### config.mk
export PLATFORM = sky130hd
export DESIGN_NAME = block_code_frame_ctrl
export DESIGN_NICKNAME = d
export VERILOG_FILES = /design/src/rtl/block_code_pkg.sv /design/src/rtl/block_code_sym_bank.sv /design/src/rtl/block_code_frame_ctrl.sv
export SDC_FILE = /design/constraint.sdc
export NUM_CORES = 1
export LEC_CHECK = 0
export CORE_MARGIN = 2
export CORE_UTILIZATION = 30
export DETAILED_ROUTE_END_ITERATION = 10
export PLACE_DENSITY_LB_ADDON = 0.05
export SYNTH_ARGS = -nofsm -noshare
export SYNTH_HDL_FRONTEND = slang
export SYNTH_SLANG_ARGS = --single-unit
export TNS_END_PERCENT = 30
### constraint.sdc
create_clock -name clk -period 3.1 [get_ports clk]
set_input_delay 0.31 -clock clk [delete_from_list [all_inputs] [get_ports clk]]
set_output_delay 0.31 -clock clk [all_outputs]
set_load 0.02 [all_outputs]
### src/rtl/block_code_pkg.sv
// Shared constants and state encodings for the block-code framing controller.
package block_code_pkg;

  localparam int unsigned BC_DATA_WIDTH = 4;
  localparam int unsigned BC_MAX_LEN    = 15;

  typedef enum logic [1:0] {
    BANK_EMPTY,
    BANK_FILLING,
    BANK_FULL,
    BANK_DRAINING
  } bank_state_t;

  typedef enum logic {
    RD_IDLE,
    RD_STREAM
  } rd_state_t;

endpackage

### src/rtl/block_code_sym_bank.sv
// One codeword buffer: symbol memory, latched length and bank occupancy state.
module block_code_sym_bank
  import block_code_pkg::*;
#(
  parameter int unsigned DATA_WIDTH = BC_DATA_WIDTH,
  parameter int unsigned MAX_LEN    = BC_MAX_LEN,
  parameter int unsigned LW         = $clog2(MAX_LEN + 1)
) (
  input  logic                  clk,
  input  logic                  rst,
  input  logic                  wr_en,
  input  logic                  wr_first,
  input  logic                  wr_last,
  input  logic [LW-1:0]         wr_addr,
  input  logic [DATA_WIDTH-1:0] wr_data,
  input  logic [LW-1:0]         len_in,
  input  logic                  rd_start,
  input  logic                  rd_done,
  input  logic [LW-1:0]         rd_addr,
  output logic [DATA_WIDTH-1:0] rd_data_c,
  output bank_state_t           state,
  output logic [LW-1:0]         len
);

  logic [DATA_WIDTH-1:0] mem [MAX_LEN];
  bank_state_t           state_d;

  // Symbol storage carries no reset; stale contents are never read out.
  always_ff @(posedge clk) begin
    if (wr_en) mem[wr_addr] <= wr_data;
  end

  assign rd_data_c = (rd_addr < LW'(MAX_LEN)) ? mem[rd_addr] : '0;

  always_comb begin
    state_d = state;
    case (state)
      BANK_EMPTY:    if (wr_en && wr_first) state_d = BANK_FILLING;
      BANK_FILLING:  if (wr_en && wr_last)  state_d = BANK_FULL;
      BANK_FULL:     if (rd_start)          state_d = BANK_DRAINING;
      BANK_DRAINING: if (rd_done)           state_d = BANK_EMPTY;
      default:                              state_d = BANK_EMPTY;
    endcase
  end

  always_ff @(posedge clk or posedge rst) begin
    if (rst) begin
      state <= BANK_EMPTY;
      len   <= '0;
    end else begin
      state <= state_d;
      if (wr_en && wr_first) len <= len_in;
    end
  end

endmodule

### src/rtl/block_code_frame_ctrl.sv
// Ping-pong codeword framer feeding a block decoder over a valid/ready stream.
// Define BLOCK_CODE_FRAME_CNT_EN to build the frames_out / drops counters.
module block_code_frame_ctrl
  import block_code_pkg::*;
#(
  parameter int unsigned DATA_WIDTH = BC_DATA_WIDTH,
  parameter int unsigned MAX_LEN    = BC_MAX_LEN,
  localparam int unsigned LW        = $clog2(MAX_LEN + 1)
) (
  input  logic                  clk,
  input  logic                  rst,
  input  logic [DATA_WIDTH-1:0] rx_symbols,
  input  logic                  rx_symbols_valid,
  input  logic [LW-1:0]         code_length,
  output logic [DATA_WIDTH-1:0] out_symbol,
  output logic                  out_valid,
  input  logic                  out_ready,
  output logic                  out_first,
  output logic                  out_last,
  output logic [LW-1:0]         out_len,
  output logic                  ovf,
  output logic                  cfg_err,
  output logic                  busy,
  output logic [15:0]           frames_out,
  output logic [15:0]           drops
);

  bank_state_t           bank_st [2];
  logic [LW-1:0]         bank_len [2];
  logic [DATA_WIDTH-1:0] bank_rd [2];
  logic [1:0]            bank_wr, bank_rd_start, bank_rd_done;

  logic [LW-1:0] wr_ptr, wr_ptr_d;
  logic          wr_bank, wr_bank_d, stall, stall_d, cfg_err_d;
  logic          wr_first_c, wr_last_c, drop_c, len_bad_c, other, other_empty_c;

  rd_state_t             rd_state, rd_state_d;
  logic                  rd_bank, rd_bank_d, rd_next, rd_next_d;
  logic [LW-1:0]         rd_idx, rd_idx_d, rd_addr_c;
  logic [DATA_WIDTH-1:0] out_symbol_d;
  logic                  out_valid_d, out_first_d, out_last_d;
  logic [LW-1:0]         out_len_d;

  block_code_sym_bank #(.DATA_WIDTH(DATA_WIDTH), .MAX_LEN(MAX_LEN), .LW(LW)) u_bank0 (
    .clk(clk), .rst(rst), .wr_en(bank_wr[0]), .wr_first(wr_first_c), .wr_last(wr_last_c),
    .wr_addr(wr_ptr), .wr_data(rx_symbols), .len_in(code_length),
    .rd_start(bank_rd_start[0]), .rd_done(bank_rd_done[0]), .rd_addr(rd_addr_c),
    .rd_data_c(bank_rd[0]), .state(bank_st[0]), .len(bank_len[0])
  );

  block_code_sym_bank #(.DATA_WIDTH(DATA_WIDTH), .MAX_LEN(MAX_LEN), .LW(LW)) u_bank1 (
    .clk(clk), .rst(rst), .wr_en(bank_wr[1]), .wr_first(wr_first_c), .wr_last(wr_last_c),
    .wr_addr(wr_ptr), .wr_data(rx_symbols), .len_in(code_length),
    .rd_start(bank_rd_start[1]), .rd_done(bank_rd_done[1]), .rd_addr(rd_addr_c),
    .rd_data_c(bank_rd[1]), .state(bank_st[1]), .len(bank_len[1])
  );

  assign other         = ~wr_bank;
  assign other_empty_c = (bank_st[other] == BANK_EMPTY) || bank_rd_done[other];
  assign len_bad_c     = (code_length < LW'(2)) || (32'(code_length) > 32'(MAX_LEN));
  assign busy          = (bank_st[0] != BANK_EMPTY) || (bank_st[1] != BANK_EMPTY);

  // Lookahead read address: symbol 0 while idle, next symbol while streaming.
  assign rd_addr_c = (rd_state == RD_STREAM) ? rd_idx + LW'(1) : '0;

  // Write side: fill, hand over to the other bank, or stall and drop.
  always_comb begin
    wr_ptr_d   = wr_ptr;
    wr_bank_d  = wr_bank;
    stall_d    = stall;
    cfg_err_d  = cfg_err;
    bank_wr    = '0;
    wr_first_c = 1'b0;
    wr_last_c  = 1'b0;
    drop_c     = 1'b0;
    if (stall) begin
      drop_c = rx_symbols_valid;
      if (bank_rd_done[other]) begin
        stall_d   = 1'b0;
        wr_bank_d = other;
      end
    end else if (rx_symbols_valid) begin
      if (wr_ptr == '0) begin
        if (len_bad_c) begin
          cfg_err_d = 1'b1;
        end else begin
          bank_wr[wr_bank] = 1'b1;
          wr_first_c       = 1'b1;
          wr_ptr_d         = LW'(1);
        end
      end else begin
        bank_wr[wr_bank] = 1'b1;
        if (wr_ptr == bank_len[wr_bank] - LW'(1)) begin
          wr_last_c = 1'b1;
          wr_ptr_d  = '0;
          if (other_empty_c) wr_bank_d = other;
          else               stall_d   = 1'b1;
        end else begin
          wr_ptr_d = wr_ptr + LW'(1);
        end
      end
    end
  end

  // Read side: banks drain strictly in fill order, so rd_next tracks the oldest.
  always_comb begin
    rd_state_d    = rd_state;
    rd_bank_d     = rd_bank;
    rd_next_d     = rd_next;
    rd_idx_d      = rd_idx;
    out_valid_d   = out_valid;
    out_symbol_d  = out_symbol;
    out_first_d   = out_first;
    out_last_d    = out_last;
    out_len_d     = out_len;
    bank_rd_start = '0;
    bank_rd_done  = '0;
    case (rd_state)
      RD_IDLE: begin
        if (bank_st[rd_next] == BANK_FULL) begin
          rd_state_d             = RD_STREAM;
          rd_bank_d              = rd_next;
          rd_idx_d               = '0;
          bank_rd_start[rd_next] = 1'b1;
          out_valid_d            = 1'b1;
          out_symbol_d           = bank_rd[rd_next];
          out_first_d            = 1'b1;
          out_last_d             = (bank_len[rd_next] == LW'(1));
          out_len_d              = bank_len[rd_next];
        end
      end
      RD_STREAM: begin
        if (out_ready) begin
          if (out_last) begin
            bank_rd_done[rd_bank] = 1'b1;
            rd_state_d            = RD_IDLE;
            rd_next_d             = ~rd_next;
            out_valid_d           = 1'b0;
            out_symbol_d          = '0;
            out_first_d           = 1'b0;
            out_last_d            = 1'b0;
            out_len_d             = '0;
          end else begin
            rd_idx_d     = rd_idx + LW'(1);
            out_symbol_d = bank_rd[rd_bank];
            out_first_d  = 1'b0;
            out_last_d   = (rd_idx + LW'(1) == out_len - LW'(1));
          end
        end
      end
      default: rd_state_d = RD_IDLE;
    endcase
  end

  always_ff @(posedge clk or posedge rst) begin
    if (rst) begin
      wr_ptr     <= '0;
      wr_bank    <= 1'b0;
      stall      <= 1'b0;
      cfg_err    <= 1'b0;
      ovf        <= 1'b0;
      rd_state   <= RD_IDLE;
      rd_bank    <= 1'b0;
      rd_next    <= 1'b0;
      rd_idx     <= '0;
      out_valid  <= 1'b0;
      out_symbol <= '0;
      out_first  <= 1'b0;
      out_last   <= 1'b0;
      out_len    <= '0;
    end else begin
      wr_ptr     <= wr_ptr_d;
      wr_bank    <= wr_bank_d;
      stall      <= stall_d;
      cfg_err    <= cfg_err_d;
      ovf        <= drop_c;
      rd_state   <= rd_state_d;
      rd_bank    <= rd_bank_d;
      rd_next    <= rd_next_d;
      rd_idx     <= rd_idx_d;
      out_valid  <= out_valid_d;
      out_symbol <= out_symbol_d;
      out_first  <= out_first_d;
      out_last   <= out_last_d;
      out_len    <= out_len_d;
    end
  end

`ifdef BLOCK_CODE_FRAME_CNT_EN
  logic [15:0] frames_q, drops_q;

  always_ff @(posedge clk or posedge rst) begin
    if (rst) begin
      frames_q <= '0;
      drops_q  <= '0;
    end else begin
      if (|bank_rd_done) frames_q <= frames_q + 16'd1;
      if (drop_c && (drops_q != 16'hFFFF)) drops_q <= drops_q + 16'd1;
    end
  end

  assign frames_out = frames_q;
  assign drops      = drops_q;
`else
  assign frames_out = '0;
  assign drops      = '0;
`endif

endmodule

; ---- Word-level counts from Yosys, hierarchy flattened
; Memory sizes are Yosys's and may differ from the RTL's.
; Index checks and enable logic that the tools add are counted.
; Widths: inputs -> output; s select.
[word_totals]
regBits = 38
ramBits = 120
inputBits = 12
output_inout_bits = 46
elab_cells = 200
mem_count = 2
[memory_table]
columns = name, depth, width, rd, rd_ports_with_merged_regs, wr, line_no
row1 = u_bank0.mem, 15, 4, 1, 0, 1, block_code_sym_bank.sv:25  ; logic [DATA_WIDTH-1:0] mem [MAX_LEN];
row2 = u_bank1.mem, 15, 4, 1, 0, 1, block_code_sym_bank.sv:25
[classes]
addsub = 4
magnitude_cmp = 13
eq_ne = 25
mux = 102
n_bitwise = 8
n_reduce_logical = 28
[ops]
columns = op, n
row1 = $mux 4, 27
row2 = $mux 2, 23
row3 = $mux 1, 40
row4 = $pmux 4 s2, 3
row5 = $ne 2x2->1 const B, 10
row6 = $pmux 2 s4, 2
row7 = $reduce_and 3->1, 4
row8 = $reduce_and 4->1, 3
row9 = $eq 2x2->1 const B, 5
row10 = $ne 2x1->1 const B, 5
row11 = $reduce_bool 2->1, 5
row12 = $add 4x1->4 const B, 2
row13 = $eq 4x4->1, 2
row14 = $ge 2x2->1 const B, 4
row15 = $lt 1x2->1 const B, 4
row16 = $not 1->2, 4
row17 = $pmux 1 s2, 4
row18 = $sub 4x1->4 const B, 2
row19 = $logic_and 1x1->1, 7
row20 = $logic_not 2->1, 3
row21 = $reduce_and 5->1, 1
row22 = $eq 2x1->1 const B, 2
row23 = $eq 4x1->1 const B, 1
row24 = $logic_not 4->1, 1
row25 = other kinds (7), 16

; ---- Depth between registers and ports, before layout
[logic_depth]
word_depth = 15
mapped_depth = 9
mapped_depth_nobuf = 8

; ---- By module
; From an unflattened synthesis, not the netlist that was laid out.
[hier_totals]
cells_unflattened = 552
hier_area_um2 = 7579.8
[by_module_without_submodules]
columns = mod, n_inst, cells_each, area_each_um2, seq_area_each_um2
row1 = block_code_sym_bank at u_bank0, 1, 164, 2780.2, 1951.9
row2 = block_code_sym_bank at u_bank1, 1, 161, 2760.1, 1951.9
row3 = block_code_frame_ctrl, 1, 227, 2039.5, 650.6

; ---- Least setup slack after synthesis
; No wires, ideal clock.
[synth_path]
path_type = register to register
startpoint = register wr_ptr[0]
endpoint = register u_bank0.state[1]
setup_time_ns = 0.125
arrival_time_ns = 2.501
required_time_ns = 2.975
setup_slack_ns = 0.474
path_stages_with_launch = 8
n_path_buf = 0
synth_period_minus_slack_ns = 2.626
path_cell_list = dfrtp_1 inv_1 ha_1 or3b_4 nor4_2 nor2b_1 a211o_1 mux2_4
[synth_between]
elab_chain_len = 8
elab_cells_between_ends = 17
classes_between = 3 x eq/ne / 10 x mux / 4 x reduce/logical
[synth_lines]
columns = element, line_no
row1 = "start, declared", block_code_frame_ctrl.sv:33  ; logic [LW-1:0] wr_ptr, wr_ptr_d;
row2 = "start signal, assigned", block_code_frame_ctrl.sv:172  ; wr_ptr <= wr_ptr_d;
row3 = $eq 4x4->1, block_code_frame_ctrl.sv:93  ; if (wr_ptr == bank_len[wr_bank] - LW'(1)) begin
row4 = $mux 1, block_code_frame_ctrl.sv:93
row5 = $mux 1, block_code_frame_ctrl.sv:83  ; if (wr_ptr == '0) begin
row6 = $mux 1, block_code_frame_ctrl.sv:82  ; end else if (rx_symbols_valid) begin
row7 = $mux 1, block_code_frame_ctrl.sv:76  ; if (stall) begin
row8 = $logic_and 1x1->1, block_code_sym_bank.sv:39  ; BANK_FILLING: if (wr_en && wr_last) state_d = BANK_FULL;
row9 = $ne 2x1->1 (no source line), n/a
row10 = $reduce_and 4->1 (no source line) (*), n/a
row11 = "end signal, assigned", block_code_sym_bank.sv:51  ; state <= state_d;
row12 = "end, declared", block_code_sym_bank.sv:21  ; output bank_state_t state,
; Mark *: on every way between the ends. The rest lies on a longest branch, timed or not.
; A chain may end at the register's enable or synchronous reset.

; ---- Worst setup path after layout
[layout_path]
startpoint = register wr_ptr[0]
endpoint = register u_bank1.state[1]
[layout_between]
elab_chain_len = 8
elab_cells_between_ends = 17
classes_between = 3 x eq/ne / 10 x mux / 4 x reduce/logical
[layout_lines]
columns = element, line_no
row1 = $eq 4x4->1, block_code_frame_ctrl.sv:93
row2 = $mux 1, block_code_frame_ctrl.sv:93
row3 = $mux 1, block_code_frame_ctrl.sv:83
row4 = $mux 1, block_code_frame_ctrl.sv:82
row5 = $mux 1, block_code_frame_ctrl.sv:76
row6 = $logic_and 1x1->1, block_code_sym_bank.sv:39
row7 = $ne 2x1->1 (no source line), n/a
row8 = $reduce_and 4->1 (no source line) (*), n/a
row9 = "end signal, assigned", block_code_sym_bank.sv:51
row10 = "end, declared", block_code_sym_bank.sv:21
; Marked as above.

==> summary.txt <==
STA
  • Period utilization: 0.8809
  • Fmax: 366.2 MHz
  • Unrepaired setup endpoints after global routing: false
  • Endpoints failing hold: 0
  • Max-Slew Margin vs Limit: 0.4642
  • Least-Margin Pin Slew: 798.8 ps
  • Final min period: 2731 ps
  • Slew Limit Fails: 0
  • Final setup violation count: 0
  • Setup TNS: 0 ps
  • Clock Skews: 8.030 ps

Logic synthesis
  • Mapped Area: 7441 sq um
  • Yosys cell types: 59
  • Synth Instances: 597
  • Seq/Total Area, Yosys: 0.6121
  • Ys Warns: 0
  • Post-synth EDFFs: 120
  • Post-synth ARST share: 0.2405
  • Avg Synthesized Cell Area: 12.46 sq um
  • Primary FF master, synth: edfxtp_1
  • Count of state elements after synthesis: 158

Routing
  • DRC violations left: 0
  • Wire length per cell: 20.68 um
  • Starting DRC count in detailed routing: 314
  • Drt via density: 4.869
  • Final ANT Viol Nets: 0
  • TritonRoute pass-1 iters: 6
  • Via count: 4752
  • Total Wirelength: 20180 um

Critical path
  • Origin of the worst setup path: wr_ptr[0]$_DFFE_PP0P_
  • Worst Path Required: 3400 ps
  • Cell at the slowest stage of the critical path: or4_1
  • Critical path startpoint category: flop
  • Worst R2R Start: wr_ptr[0]$_DFFE_PP0P_
  • WP data arrival: 3040 ps
  • Critical Path End Type: flop
  • Max FO, Critical Path: 6
  • CP Cell Sequence: inv_1, ha_1, or3b_4, or4_1, a221oi_2, mux2_1
  • Crit Path Class: flop to flop
  • Worst path max stage delay: 540 ps

Clocking
  • Worst-path clk slew: 70 ps
  • Num CTS Buffers: 17
  • Setup Buffers After CTS: 0
  • Clock latency at the later pin of the worst-skew pair: 430 ps
  • Post-cts sizing count: 0
  • CTS sink count: 158
  • CTS Hold Bufs: 0
  • CTS tree: done
  • # H-tree levels: 4
  • CTS root buf: clkbuf_16
  • Clk buf depth: 2

Status
  • Status: complete, no violations

Placement
  • Routability cong.: 0.8171
  • DP Wirelength: 14220 um
  • IO Port Bufs: 25

Global route
  • First-pass GRT wire length: 30790 um
  • Initial antenna violation count: 0
  • Tot GR Track Use: 0.1607
  • Largest net degree at the start of global routing: 33
  • Vias in the first global route: 4989
  • GRT overflow: 0

Final layout
  • Final #Nets: 669
  • Diodes inserted: 0
  • Commonest non-fill, non-tap cells in the layout: edfxtp_1 (120), nand2_1 (45), nor2_1 (38), dfrtp_1 (37)
  • FILL cells: 2394
  • Layout cells sized above 1: 0.1380
  • Synth-to-layout area growth: 16.26%
  • Commonest non-fill, non-tap cell in the layout: edfxtp_1

Flow run
  • Max_cap viols: 0

Die
  • Die X: 161.5 um
  • Num rows: 57
  • IO Pins: 58
  • Initial core utilization: 0.3060
  • Die Y-Extent: 161.5 um
  • CORE AREA: 24320 sq um
  • Die area: 26080 sq um

Hold path
  • Min-delay worst type: input pin to async pin

Power and ir drop
  • Total power: 0.007975 W
  • Lkg Pwr: 3.076 nW
  • Pwr/cell area: 921.9 nW/um^2
  • Peak supply drop: 444.4 uV
-- sequential cells by signal, summed over array words and instances (netlist names), 4 cells and up --
signal,count
out_len,4
out_symbol,4
rd_idx,4
u_bank0.len,4
u_bank0.mem,60
u_bank1.len,4
u_bank1.mem,60
wr_ptr,4
-- cell type report --
cell class,instances,area (sq um),share of cell area
Timing Repair Buffer,54,467.9,0.05409
Inverter,19,71.32,0.008244
Multi-Input combinational cell,390,2565,0.2965
Tap cell,324,405.4,0.04686
Clock inverter,14,160.2,0.01851
Clock buffer,17,425.4,0.04918
Sequential cell,158,4556,0.5266
-- worst max-delay path, delay by kind of cell, from the launching register on --
| kind | cells | cell delay (ps) |
|---|---|---|
| adder cells (fa/ha/maj) | 1 | 280 |
| AND/OR/NAND/NOR | 2 | 960 |
| buffers and inverters | 1 | 190 |
| flip-flops | 1 | 450 |
| multiplexers | 1 | 360 |
| AO/OA/AOI/OAI | 1 | 360 |
-- Yosys cell counts (3+ instances only) --
cell         n  share of area
nor2_1      38          0.019
o22ai_1     24          0.020
nand3_1     10         0.0067
dfrtp_1     38           0.13
and2_1       7         0.0059
xor2_1       7         0.0082
nor3_1      12         0.0081
edfxtp_1   120           0.48
mux2i_1     15          0.020
o221ai_1     9          0.011
clkinv_1     3         0.0015
ha_1        17          0.029
a31oi_1      5         0.0042
a21oi_1     21          0.014
a221o_1      6         0.0081
buf_1        4         0.0020
nand4_1      3         0.0025
a211o_1      4         0.0047
nand2b_1     6         0.0050
o211ai_1     9         0.0091
buf_4       34          0.034
inv_1       16         0.0081
a2111oi_0    4         0.0047
nand2_1     45          0.023
o21ai_0     32          0.022
xnor2_1     12          0.014
o2111ai_1    3         0.0035
a221oi_1     4         0.0047
nor2b_1      8         0.0067
nand3b_1     4         0.0040
clkbuf_1    20          0.010
mux2_2      23          0.035
-- path summary, 6_finish.rpt --
| check | slack (ps) | cells past startpoint | endpoint |
|---|---|---|---|
| min in group clk | 480 | 3 | u_bank1.len[0]$_DFFE_PP0P_ |
| max | 370 | 6 | u_bank1.state[1]$_DFFE_PP0P_ |
| max reg2reg | 370 | 6 | u_bank1.state[1]$_DFFE_PP0P_ |
| min | 240 | 2 | out_len[2]$_DFFE_PP0P_ |
| min reg2reg | 490 | 2 | out_valid$_DFFE_PP0P_ |
| max in group asynchronous | 2160 | 3 | u_bank0.state[1]$_DFFE_PP0P_ |
-- metrics by stage --
stage	util	hold slack, ps	instance area, sq um	setup slack (ps)	instances
CTS	0.3557	254.9	8651	353.1	976
finish	0.3557	235.9	8651	369.2	976
floorplan	-	408.9	7557	473.7	628
detailed placement	0.3316	471.6	8065	386.1	945
global route	0.3557	269.8	8651	193.4	976
global placement	0.3316	472.9	8065	435.1	945
-- power by group --
part | total [W] | switching (W) | internal [W]
clock | 0.00211 | 0.000907 | 0.00120
combinational | 0.00309 | 0.00185 | 0.00124
sequential | 0.00278 | 0.000268 | 0.00251
-- kinds of logic (layout without fill, tap and decap cells) --
family          after synthesis  after routing  share of synthesized area
flops                       158            158                     0.6121
simple gates                146            146                    0.09551
compound gates              135            135                     0.1217
buf+inv                      80            104                    0.05885
mux                          41             41                    0.06037
xor+xnor                     19             19                    0.02236
fa+ha+maj                    17             17                    0.02859
other cells                   1             32                  0.0005040
-- per-layer routing --
metal,vias up,GRT usage,wire length (um)
met4,0,0.04586,312
li1,2261,-,-
met2,103,0.2630,9632
met3,13,0.03184,718
met1,2375,0.2172,9519
met5,-,0,0
(Power assumes the default switching activity.)
